--- config.mk ---
export PLATFORM = sky130hd
export DESIGN_NAME = spi_burst_seq
export DESIGN_NICKNAME = d
export VERILOG_FILES = /design/src/rtl/spi_burst_seq.sv
export SDC_FILE = /design/constraint.sdc
export NUM_CORES = 1
export LEC_CHECK = 0
export ABC_AREA = 1
export BUFFER_PORTS_ARGS = -buffer_cell sky130_fd_sc_hd__buf_2
export CORE_ASPECT_RATIO = 0.5
export CORE_MARGIN = 2
export CORE_UTILIZATION = 50
export DETAILED_ROUTE_END_ITERATION = 7
export PLACE_DENSITY = 0.91
export SLEW_MARGIN = 10
export SYNTH_ARGS = -nofsm -noshare
export SYNTH_HDL_FRONTEND = slang
export SYNTH_SLANG_ARGS = --single-unit
--- constraint.sdc ---
create_clock -name clk -period 2.66 [get_ports clk]
set_input_delay 0.266 -clock clk [delete_from_list [all_inputs] [get_ports clk]]
set_output_delay 0.266 -clock clk [all_outputs]
set_load 0.02 [all_outputs]
--- src/rtl/spi_burst_seq.sv ---
// Byte-burst sequencer in front of the SPI peripheral register port.
// Takes a burst command plus a TX byte stream and performs, per byte, one
// data write and one data read on the SPI block, framing the burst with
// chip-select writes. Received bytes are presented on an RX stream unless
// the command asked for them to be discarded.
module spi_burst_seq #(
   parameter int LEN_W = 9
) (
   input  logic             clk,
   input  logic             resetn,
   input  logic             cmd_valid,
   output logic             cmd_ready,
   input  logic [LEN_W-1:0] cmd_len,
   input  logic             cmd_hold_cs,
   input  logic             cmd_rx_discard,
   input  logic             tx_valid,
   output logic             tx_ready,
   input  logic [7:0]       tx_data,
   output logic             rx_valid,
   input  logic             rx_ready,
   output logic [7:0]       rx_data,
   output logic             done,
   output logic             busy,
   output logic             spi_ctrl,
   output logic [31:0]      spi_wdata,
   output logic [3:0]       spi_wstrb,
   output logic             spi_valid,
   input  logic             spi_ready,
   input  logic [31:0]      spi_rdata
);

   typedef enum logic [2:0] {
      S_IDLE   = 3'd0,
      S_CS_ON  = 3'd1,
      S_LOAD   = 3'd2,
      S_WR     = 3'd3,
      S_RD     = 3'd4,
      S_PUSH   = 3'd5,
      S_CS_OFF = 3'd6,
      S_GAP    = 3'd7
   } state_e;

   localparam logic [LEN_W-1:0] LEN_ZERO = {LEN_W{1'b0}};
   localparam logic [LEN_W-1:0] LEN_ONE  = {{(LEN_W-1){1'b0}}, 1'b1};

   state_e           state_q, state_d;
   state_e           gap_next_q, gap_next_d;
   logic             cs_active_q, cs_active_d;
   logic [LEN_W-1:0] remaining_q, remaining_d;
   logic [7:0]       tx_byte_q, tx_byte_d;
   logic             hold_q, hold_d;
   logic             discard_q, discard_d;
   logic [7:0]       rx_data_q, rx_data_d;
   logic             rx_valid_q, rx_valid_d;
   logic             done_q, done_d;
   logic             spi_valid_q, spi_valid_d;
   logic             spi_ctrl_q, spi_ctrl_d;
   logic [31:0]      spi_wdata_q, spi_wdata_d;
   logic [3:0]       spi_wstrb_q, spi_wstrb_d;
   logic             access_done_s;

   // Only the RX byte lane of the SPI read data is meaningful here.
   logic             unused_rdata_s;
   assign unused_rdata_s = ^spi_rdata[31:8];

   // After a byte completes: fetch another, finish with CS held, or release CS.
   function automatic state_e next_byte_state(input logic [LEN_W-1:0] rem,
                                              input logic             hold);
      state_e nxt;
      if (rem != LEN_ZERO) begin
         nxt = S_LOAD;
      end else if (hold) begin
         nxt = S_IDLE;
      end else begin
         nxt = S_CS_OFF;
      end
      return nxt;
   endfunction

   // Handshake-decoded outputs come straight from the current state.
   assign cmd_ready = (state_q == S_IDLE);
   assign busy      = (state_q != S_IDLE);
   assign tx_ready  = (state_q == S_LOAD);

   assign rx_valid  = rx_valid_q;
   assign rx_data   = rx_data_q;
   assign done      = done_q;
   assign spi_valid = spi_valid_q;
   assign spi_ctrl  = spi_ctrl_q;
   assign spi_wdata = spi_wdata_q;
   assign spi_wstrb = spi_wstrb_q;

   // Next-state logic and burst bookkeeping.
   always_comb begin
      state_d       = state_q;
      gap_next_d    = gap_next_q;
      cs_active_d   = cs_active_q;
      remaining_d   = remaining_q;
      tx_byte_d     = tx_byte_q;
      hold_d        = hold_q;
      discard_d     = discard_q;
      rx_data_d     = rx_data_q;
      done_d        = 1'b0;
      access_done_s = spi_valid_q & spi_ready;

      case (state_q)
         S_IDLE: begin
            if (cmd_valid) begin
               hold_d      = cmd_hold_cs;
               discard_d   = cmd_rx_discard;
               remaining_d = cmd_len;
               if (cmd_len == LEN_ZERO) begin
                  if (cs_active_q && !cmd_hold_cs) begin
                     state_d = S_CS_OFF;
                  end else begin
                     done_d = 1'b1;
                  end
               end else if (!cs_active_q) begin
                  state_d = S_CS_ON;
               end else begin
                  state_d = S_LOAD;
               end
            end else begin
               state_d = S_IDLE;
            end
         end
         S_CS_ON: begin
            if (access_done_s) begin
               cs_active_d = 1'b1;
               gap_next_d  = S_LOAD;
               state_d     = S_GAP;
            end else begin
               state_d = S_CS_ON;
            end
         end
         S_LOAD: begin
            if (tx_valid) begin
               tx_byte_d = tx_data;
               state_d   = S_WR;
            end else begin
               state_d = S_LOAD;
            end
         end
         S_WR: begin
            if (access_done_s) begin
               gap_next_d = S_RD;
               state_d    = S_GAP;
            end else begin
               state_d = S_WR;
            end
         end
         S_RD: begin
            if (access_done_s) begin
               if (remaining_q != LEN_ZERO) begin
                  remaining_d = remaining_q - LEN_ONE;
               end else begin
                  remaining_d = remaining_q;
               end
               if (!discard_q) begin
                  rx_data_d  = spi_rdata[7:0];
                  gap_next_d = S_PUSH;
               end else begin
                  gap_next_d = next_byte_state(remaining_d, hold_q);
               end
               state_d = S_GAP;
            end else begin
               state_d = S_RD;
            end
         end
         S_PUSH: begin
            if (rx_ready) begin
               state_d = next_byte_state(remaining_q, hold_q);
               done_d  = (state_d == S_IDLE);
            end else begin
               state_d = S_PUSH;
            end
         end
         S_CS_OFF: begin
            if (access_done_s) begin
               cs_active_d = 1'b0;
               gap_next_d  = S_IDLE;
               state_d     = S_GAP;
            end else begin
               state_d = S_CS_OFF;
            end
         end
         S_GAP: begin
            // The SPI data path keeps ready high for the whole shift, so the
            // next access must not start until ready has been seen low.
            if (!spi_ready) begin
               state_d = gap_next_q;
               done_d  = (gap_next_q == S_IDLE);
            end else begin
               state_d = S_GAP;
            end
         end
         default: begin
            state_d = S_IDLE;
         end
      endcase
   end

   // Registered SPI request and RX-valid, derived from the state being entered
   // so that valid rises together with the access state.
   always_comb begin
      spi_valid_d = 1'b0;
      spi_ctrl_d  = spi_ctrl_q;
      spi_wdata_d = spi_wdata_q;
      spi_wstrb_d = spi_wstrb_q;
      rx_valid_d  = (state_d == S_PUSH);

      case (state_d)
         S_CS_ON: begin
            spi_valid_d = 1'b1;
            spi_ctrl_d  = 1'b0;
            spi_wstrb_d = 4'b0001;
            spi_wdata_d = 32'h0000_0001;
         end
         S_WR: begin
            spi_valid_d = 1'b1;
            spi_ctrl_d  = 1'b1;
            spi_wstrb_d = 4'b0001;
            spi_wdata_d = {24'h00_0000, tx_byte_d};
         end
         S_RD: begin
            spi_valid_d = 1'b1;
            spi_ctrl_d  = 1'b1;
            spi_wstrb_d = 4'b0000;
         end
         S_CS_OFF: begin
            spi_valid_d = 1'b1;
            spi_ctrl_d  = 1'b0;
            spi_wstrb_d = 4'b0001;
            spi_wdata_d = 32'h0000_0000;
         end
         default: begin
            spi_valid_d = 1'b0;
         end
      endcase
   end

   // State and output registers; reset returns everything to idle at once.
   always_ff @(posedge clk or negedge resetn) begin
      if (!resetn) begin
         state_q     <= S_IDLE;
         gap_next_q  <= S_IDLE;
         cs_active_q <= 1'b0;
         remaining_q <= LEN_ZERO;
         tx_byte_q   <= 8'h00;
         hold_q      <= 1'b0;
         discard_q   <= 1'b0;
         rx_data_q   <= 8'h00;
         rx_valid_q  <= 1'b0;
         done_q      <= 1'b0;
         spi_valid_q <= 1'b0;
         spi_ctrl_q  <= 1'b0;
         spi_wdata_q <= 32'h0000_0000;
         spi_wstrb_q <= 4'b0000;
      end else begin
         state_q     <= state_d;
         gap_next_q  <= gap_next_d;
         cs_active_q <= cs_active_d;
         remaining_q <= remaining_d;
         tx_byte_q   <= tx_byte_d;
         hold_q      <= hold_d;
         discard_q   <= discard_d;
         rx_data_q   <= rx_data_d;
         rx_valid_q  <= rx_valid_d;
         done_q      <= done_d;
         spi_valid_q <= spi_valid_d;
         spi_ctrl_q  <= spi_ctrl_d;
         spi_wdata_q <= spi_wdata_d;
         spi_wstrb_q <= spi_wstrb_d;
      end
   end

endmodule

Word-level counts from Yosys, hierarchy flattened
Index checks and enable logic that the tools add are counted.
Word-level totals
  bits in registers: 74
  latch bits: 0
  memory bits (writable): 0
  memory bits (read-only): 0
  output and inout bits: 51
  logic and storage cells: 102
  memories: 0
Cells by class
  add/subtract/negate cells: 1
  multiply operators: 0
  divide/modulo/power cells: 0
  $lt $le $gt $ge: 0
  eq/ne operators: 17
  shift-type cells: 0
  muxes and demuxes: 44
  bitwise gates (word level): 2
  reductions and logical operators: 24
Operators with widths (number)
  $pmux W32 S3: 1
  $mux W3: 17
  $mux W9: 5
  $pmux W3 S8: 1
  $eq A3 B3 Y1 const B: 7
  $pmux W9 S2: 1
  $reduce_bool A9 Y1: 2
  $mux W8: 2
  $pmux W3 S4: 1
  $mux W1: 10
  $ne A2 B2 Y1 const B: 5
  $eq A3 B2 Y1 const B: 3
  $logic_not A3 Y1: 3
  $logic_not A9 Y1: 1
  $reduce_and A3 Y1: 3
  $sub A9 B1 Y9 const B: 1
  $pmux W4 S2: 1
  $reduce_bool A2 Y1: 4
  $eq A3 B1 Y1 const B: 2
  $reduce_bool A3 Y1: 2
  $reduce_and A5 Y1: 1
  $mux W2: 2
  $pmux W1 S2: 2
  $reduce_bool A4 Y1: 1
  9 further kinds: 10

Logic depth before layout (Yosys ltp)
  depth after elaboration: 9
  gate-level depth with buffers: 15
  gate-level depth less buffers: 14

Least setup slack after synthesis
Ideal clock, no wire load.
  kind: reg-to-reg
  from: register remaining_q[0]
  to: register gap_next_q[2]
  library setup time: 0.077 ns
  arrival time: 1.747 ns
  data required time: 2.583 ns
  slack: 0.836 ns
  cell stages (with the launch flop): 14
  path buffers: 1
  clock period less this slack: 1.824 ns
  cells stage by stage: dfrtp_1 -> inv_1 -> ha_1 -> nand2_1 -> nor2_1 -> nand3_1 -> buf_4 -> o21ai_0 -> nand2_1 -> nor2_1 -> nand3_1 -> nand2_1 -> nand2_1 -> a21oi_1
Between the ends
  cells in the longest elaborated chain, start to end: 9
  elaborated cells on any way between the ends: 10
  classes of those cells: add/sub (1); mux (7); reduce/logical (2)
Ends and longest elaborated chain
  from (decl): line 49  | logic [LEN_W-1:0] remaining_q, remaining_d;
  from (signal assigned): line 263  | remaining_q <= remaining_d;
  $sub A9 B1 Y9 / $reduce_bool A9 Y1 (equally long branches): line 155, 154
  $mux W9 (*): line 154  | if (remaining_q != LEN_ZERO) begin
  $mux W9 (*): line 153  | if (access_done_s) begin
  $mux W9 (*): line 106  | case (state_q)
  $reduce_bool A9 Y1 (*): line 70  | if (rem != LEN_ZERO) begin
  $mux W3 (*): line 70
  $mux W3 (*): line 159  | if (!discard_q) begin
  $mux W3 (*): line 153
  $pmux W3 S4 (*): line 106
  to (signal assigned): line 261  | gap_next_q <= gap_next_d;
  to (decl): line 47  | state_e gap_next_q, gap_next_d;
Every way passes the cells marked *; elsewhere a longest branch is shown, timed or not. The select of a mux whose other input is x is not followed.
A chain may end at the register's enable or synchronous reset.

Worst setup path after layout
  from: register remaining_q[0]
  to: register spi_wdata_q[0], in the netlist spi_wdata[0]
Between the ends
  cells in the longest elaborated chain, start to end: 8
  elaborated cells on any way between the ends: 11
  classes of those cells: eq/ne (3); mux (6); reduce/logical (2)
Ends and longest elaborated chain
  $reduce_bool A9 Y1 (*): line 70
  $mux W3 (*): line 70
  $mux W3 (*): line 171  | if (rx_ready) begin
  $mux W3 (*): line 106
  $mux W3 (*): line 171
  $pmux W3 S8 (*): line 106
  $eq A3 B3 Y1 (tied with other cells): line 212  | case (state_d)
  $pmux W32 S3 / $reduce_bool A3 Y1 (equally long branches)
  to (signal assigned): line 272  | spi_wdata_q <= spi_wdata_d;
  to (decl): line 58  | logic [31:0] spi_wdata_q, spi_wdata_d;
Marked as above.

==> impl_results.rst <==
.. list-table::
   :header-rows: 1

   * - Metric
     - Value
   * - Final setup violation count
     - 0
   * - Maximum ir drop on the vdd rail
     - 0.434 mV
   * - Hold Vio Cnt, Final
     - 0
   * - Std cell rows
     - 18
   * - Transition at the pin with the smallest max-transition slack
     - 1.02 ns
   * - Arr. time, crit path
     - 2.61 ns
   * - Reg area
     - 1180 um2
   * - Sequential area share after synthesis
     - 43.8%
   * - Boundary pin count
     - 108
   * - CTS Buffer Depth
     - 2
   * - Worst max-slew margin expressed relative to the limit
     - around a third
   * - Detailed-routing iteration count for the pre-antenna-repair pass
     - 4
   * - Total power per unit cell area
     - 1130 nW/um2
   * - Grt ovf
     - 0
   * - Starting DRC count in detailed routing
     - between 100 and 150
   * - Switching part of the total power
     - 48.5%
   * - Max Fanout on Critical Path
     - 11
   * - GP Congestion
     - approximately 0.87
   * - Unrepaired setup endpoints after global routing
     - false
   * - Fin nets
     - 474
   * - Total cell area at the placement stage
     - between 2000 and 3000 um2
   * - IO buf count
     - 56
   * - Synthesis-to-layout area growth
     - 12.8%
   * - Commonest cells after routing, fill and taps aside
     - sky130_fd_sc_hd__nand2_1 (122), sky130_fd_sc_hd__buf_2 (56), sky130_fd_sc_hd__dfrtp_1 (47)
   * - Instance count after placement with tap cells included
     - 479
   * - Finished Layout Cells
     - between 400 and 500
   * - Largest net degree at the start of global routing
     - 48
   * - Proportion of layout cells with a drive suffix above 1
     - 21.3%
   * - Required time reported for the critical path endpoint
     - 2.90 ns
   * - Post-CTS resize count
     - 0
   * - Top post-synthesis cells by area
     - sky130_fd_sc_hd__dfrtp_1 (44%), sky130_fd_sc_hd__nand2_1 (17%), sky130_fd_sc_hd__buf_4 (7.8%)
   * - Static leakage
     - approximately 1.7 nW
   * - Count of buffers added by post-CTS timing repair for setup
     - 0
   * - Cell type with the largest total area after synthesis
     - sky130_fd_sc_hd__dfrtp_1
   * - Slowest stage cell on the critical path
     - sky130_fd_sc_hd__dfrtp_1
   * - Global-route wire length before repair
     - 9550 um
   * - Share of the cycle needed by the critical path after routing
     - 89.3%
   * - Clock power frac
     - 12.8%
   * - Synth Register Bits
     - 47
   * - Worst Setup End Kind
     - flip-flop
   * - Sequential share of power
     - a little over a third
   * - Routed wire length
     - 5690 um
   * - Worst hold path type
     - input port to async pin
   * - Number of slew-limit violations in the final report
     - 0
   * - Average instance area after synthesis
     - 7.57 um2
   * - Delay contributed by the slowest stage of the critical path
     - 0.39 ns
   * - Combined area of the multi-input logic cells
     - 1230 um2
   * - Via count
     - 2360
   * - Number of distinct library cells after synthesis
     - 31
   * - Cell-internal power
     - 0.00176 W
   * - Clock tree from TritonCTS
     - built
   * - Number of inserted filler cells in the final layout
     - 468
   * - Fin crit period
     - 2.38 ns
   * - TritonCTS sink count
     - 47
   * - Hpwl dp
     - ~4200 um
   * - Skew final
     - 0.00512 ns
   * - Design area
     - 3030 um2
   * - Status
     - completed
   * - Detailed-route vias per instance
     - between 4 and 5
   * - Final-layout setup total negative slack
     - 0 ns
   * - Insertion delay to the later sink of the worst-skew pair
     - 0.30 ns
   * - Startpoint Class
     - flip-flop
   * - Initial cell density of the core
     - 53.2%
   * - CP Class
     - flip-flop to flip-flop
   * - Clock Root Buffer
     - sky130_fd_sc_hd__clkbuf_8
   * - Clock transition at path regs
     - roughly 0.090 ns
   * - Total clock buffers created by CTS
     - 5
   * - Clock H-tree levels
     - 2
   * - Overall die area
     - 6010 um2
   * - Core area
     - 5040 um2
   * - Total routing resource utilization after global routing
     - approximately a fifth
   * - Switch Pwr
     - 0.00166 W
   * - Cell-by-cell trace of the critical path
     - inv_1 -> ha_1 -> nand2_1 -> nor2_1 -> nand3_1 -> o21ai_1 -> o211ai_1 -> a21oi_4 -> nand2_2 -> nand2_4 -> nand2_1 -> nand2_1
   * - Average wire per cell in the routed design
     - 11.7 um
   * - Via count of the first global-routing pass
     - approximately 2200
   * - Most frequent cell on the critical path
     - sky130_fd_sc_hd__nand2_1
   * - Die extent in x
     - 108 um
   * - Leading cell type in the layout, fill and taps excluded
     - sky130_fd_sc_hd__nand2_1
   * - Post-synthesis cell area
     - 2690 um2
   * - Combinational power share
     - 51.5%
   * - Number of maximum-capacitance violations
     - 0
   * - Number of buffers added to fix hold violations after cts
     - 0
   * - Area share of the largest cell type after synthesis
     - between 40% and 50%
   * - Maximum achievable frequency
     - 421 MHz
   * - Number of standard cells after synthesis
     - 355
   * - Number of remaining DRC errors
     - 0
   * - Number of synthesis warnings
     - 0
   * - Die Height
     - 55.8 um
   * - Number of routed nets with antenna violations
     - 0
   * - N_diodes
     - 0
   * - Antenna violations before repair
     - 0
[state kept, by name, indices dropped and copies added (netlist names), 3 cells and up]
name / flops
gap_next_q: 3
remaining_q: 9
rx_data: 8
spi_wdata: 8
state_q: 3
tx_byte_q: 8
[power groups by stage]
stage / logic, W / clock network [W] / registers, W
4_1_cts: 0.00177 / 0.000445 / 0.00121
3_5_place_dp: 0.00174 / 0 / 0.00122
2_1_floorplan: 0.00126 / 0 / 0.00130
6_report: 0.00176 / 0.000439 / 0.00122
3_3_place_gp: 0.00169 / 0 / 0.00122
5_1_grt: 0.00199 / 0.000477 / 0.00125
[path summary, 6_finish.rpt]
path	slack, ns	cells after the start	endpoint	from
setup / recovery	0.28	12	spi_wdata[0]	remaining_q[0]
hold / removal	0.14	1	spi_wstrb[0]	resetn
setup reg to reg	0.28	12	spi_wdata[0]	remaining_q[0]
hold reg to reg	0.47	2	tx_byte_q[6]	tx_byte_q[6]
max in group asynchronous	1.90	1	spi_wdata[0]	resetn
min in group clk	0.16	3	discard_q	cmd_rx_discard
[routing by layer]
metal	track usage [%]	vias up	wire, um	part of all wire (%)
met4	6.41	0	72	1.3
li1	-	1188	-	-
met1	25.6	1089	2510	44
met3	4.33	10	327	5.7
met2	33.6	73	2780	49
met5	0	-	0	0
[critical path, delay by kind of cell, from the launching register on]
family / cells / cell delay (ns)
and+or+nand+nor: 7 / 0.88
AOI/OAI and AO/OA: 3 / 0.65
DFF: 1 / 0.39
adders and majority gates: 1 / 0.28
buffers and inverters: 1 / 0.12
[synthesized netlist by cell type]
cell type and number:
sky130_fd_sc_hd__conb_1 1, sky130_fd_sc_hd__dfrtp_1 47, sky130_fd_sc_hd__o22ai_1 6, sky130_fd_sc_hd__o211ai_1 7, sky130_fd_sc_hd__nor2_4 2, sky130_fd_sc_hd__a21oi_1 9, sky130_fd_sc_hd__clkinv_1 1, sky130_fd_sc_hd__inv_4 2
sky130_fd_sc_hd__or3_1 1, sky130_fd_sc_hd__nor2_1 30, sky130_fd_sc_hd__nand4_1 1, sky130_fd_sc_hd__ha_1 1, sky130_fd_sc_hd__nor2_8 1, sky130_fd_sc_hd__a21oi_4 1, sky130_fd_sc_hd__inv_1 32, sky130_fd_sc_hd__nor2_2 4
sky130_fd_sc_hd__buf_2 2, sky130_fd_sc_hd__clkbuf_8 1, sky130_fd_sc_hd__nand3b_1 2, sky130_fd_sc_hd__nand3_2 1, sky130_fd_sc_hd__nand2_4 3, sky130_fd_sc_hd__buf_4 28, sky130_fd_sc_hd__o21ai_0 20, sky130_fd_sc_hd__nand2_1 122
sky130_fd_sc_hd__inv_2 3, sky130_fd_sc_hd__o21ai_2 1, sky130_fd_sc_hd__a21boi_0 1, sky130_fd_sc_hd__o21ai_1 1, sky130_fd_sc_hd__nand2_2 5, sky130_fd_sc_hd__nand3_1 18, sky130_fd_sc_hd__xor2_1 1
[cells by family after synthesis]
logic type	after synthesis	share of synthesized area, %
flops	47	43.8
buf+inv	69	14.2
xor+xnor	1	0.326
fa+ha+maj	1	0.466
compound gates	46	10.2
simple gates	190	30.9
other cells	1	0.140
[stage by stage]
stage / setup WS, ns / utilization (%) / total power [W] / hold WS, ns
2_1_floorplan: 0.836 / - / 0.00256 / -0.0296
3_3_place_gp: 0.404 / 58.3 / 0.00290 / 0.450
3_5_place_dp: 0.337 / 58.3 / 0.00296 / 0.457
4_1_cts: 0.314 / 60.0 / 0.00343 / 0.159
5_1_grt: 0.0209 / 60.0 / 0.00372 / 0.166
6_report: 0.284 / 60.0 / 0.00342 / 0.138
[area by class of cell]
class                      instances  area share [%]
clock buffer                       6            2.40
tap                               70            2.89
clock inverter                     2           0.537
multi-input combinational        265            40.5
sequential                        47            38.8
inverter                          38            4.87
timing repair buffer              59            10.0
Power figures use the tool's default switching activity.
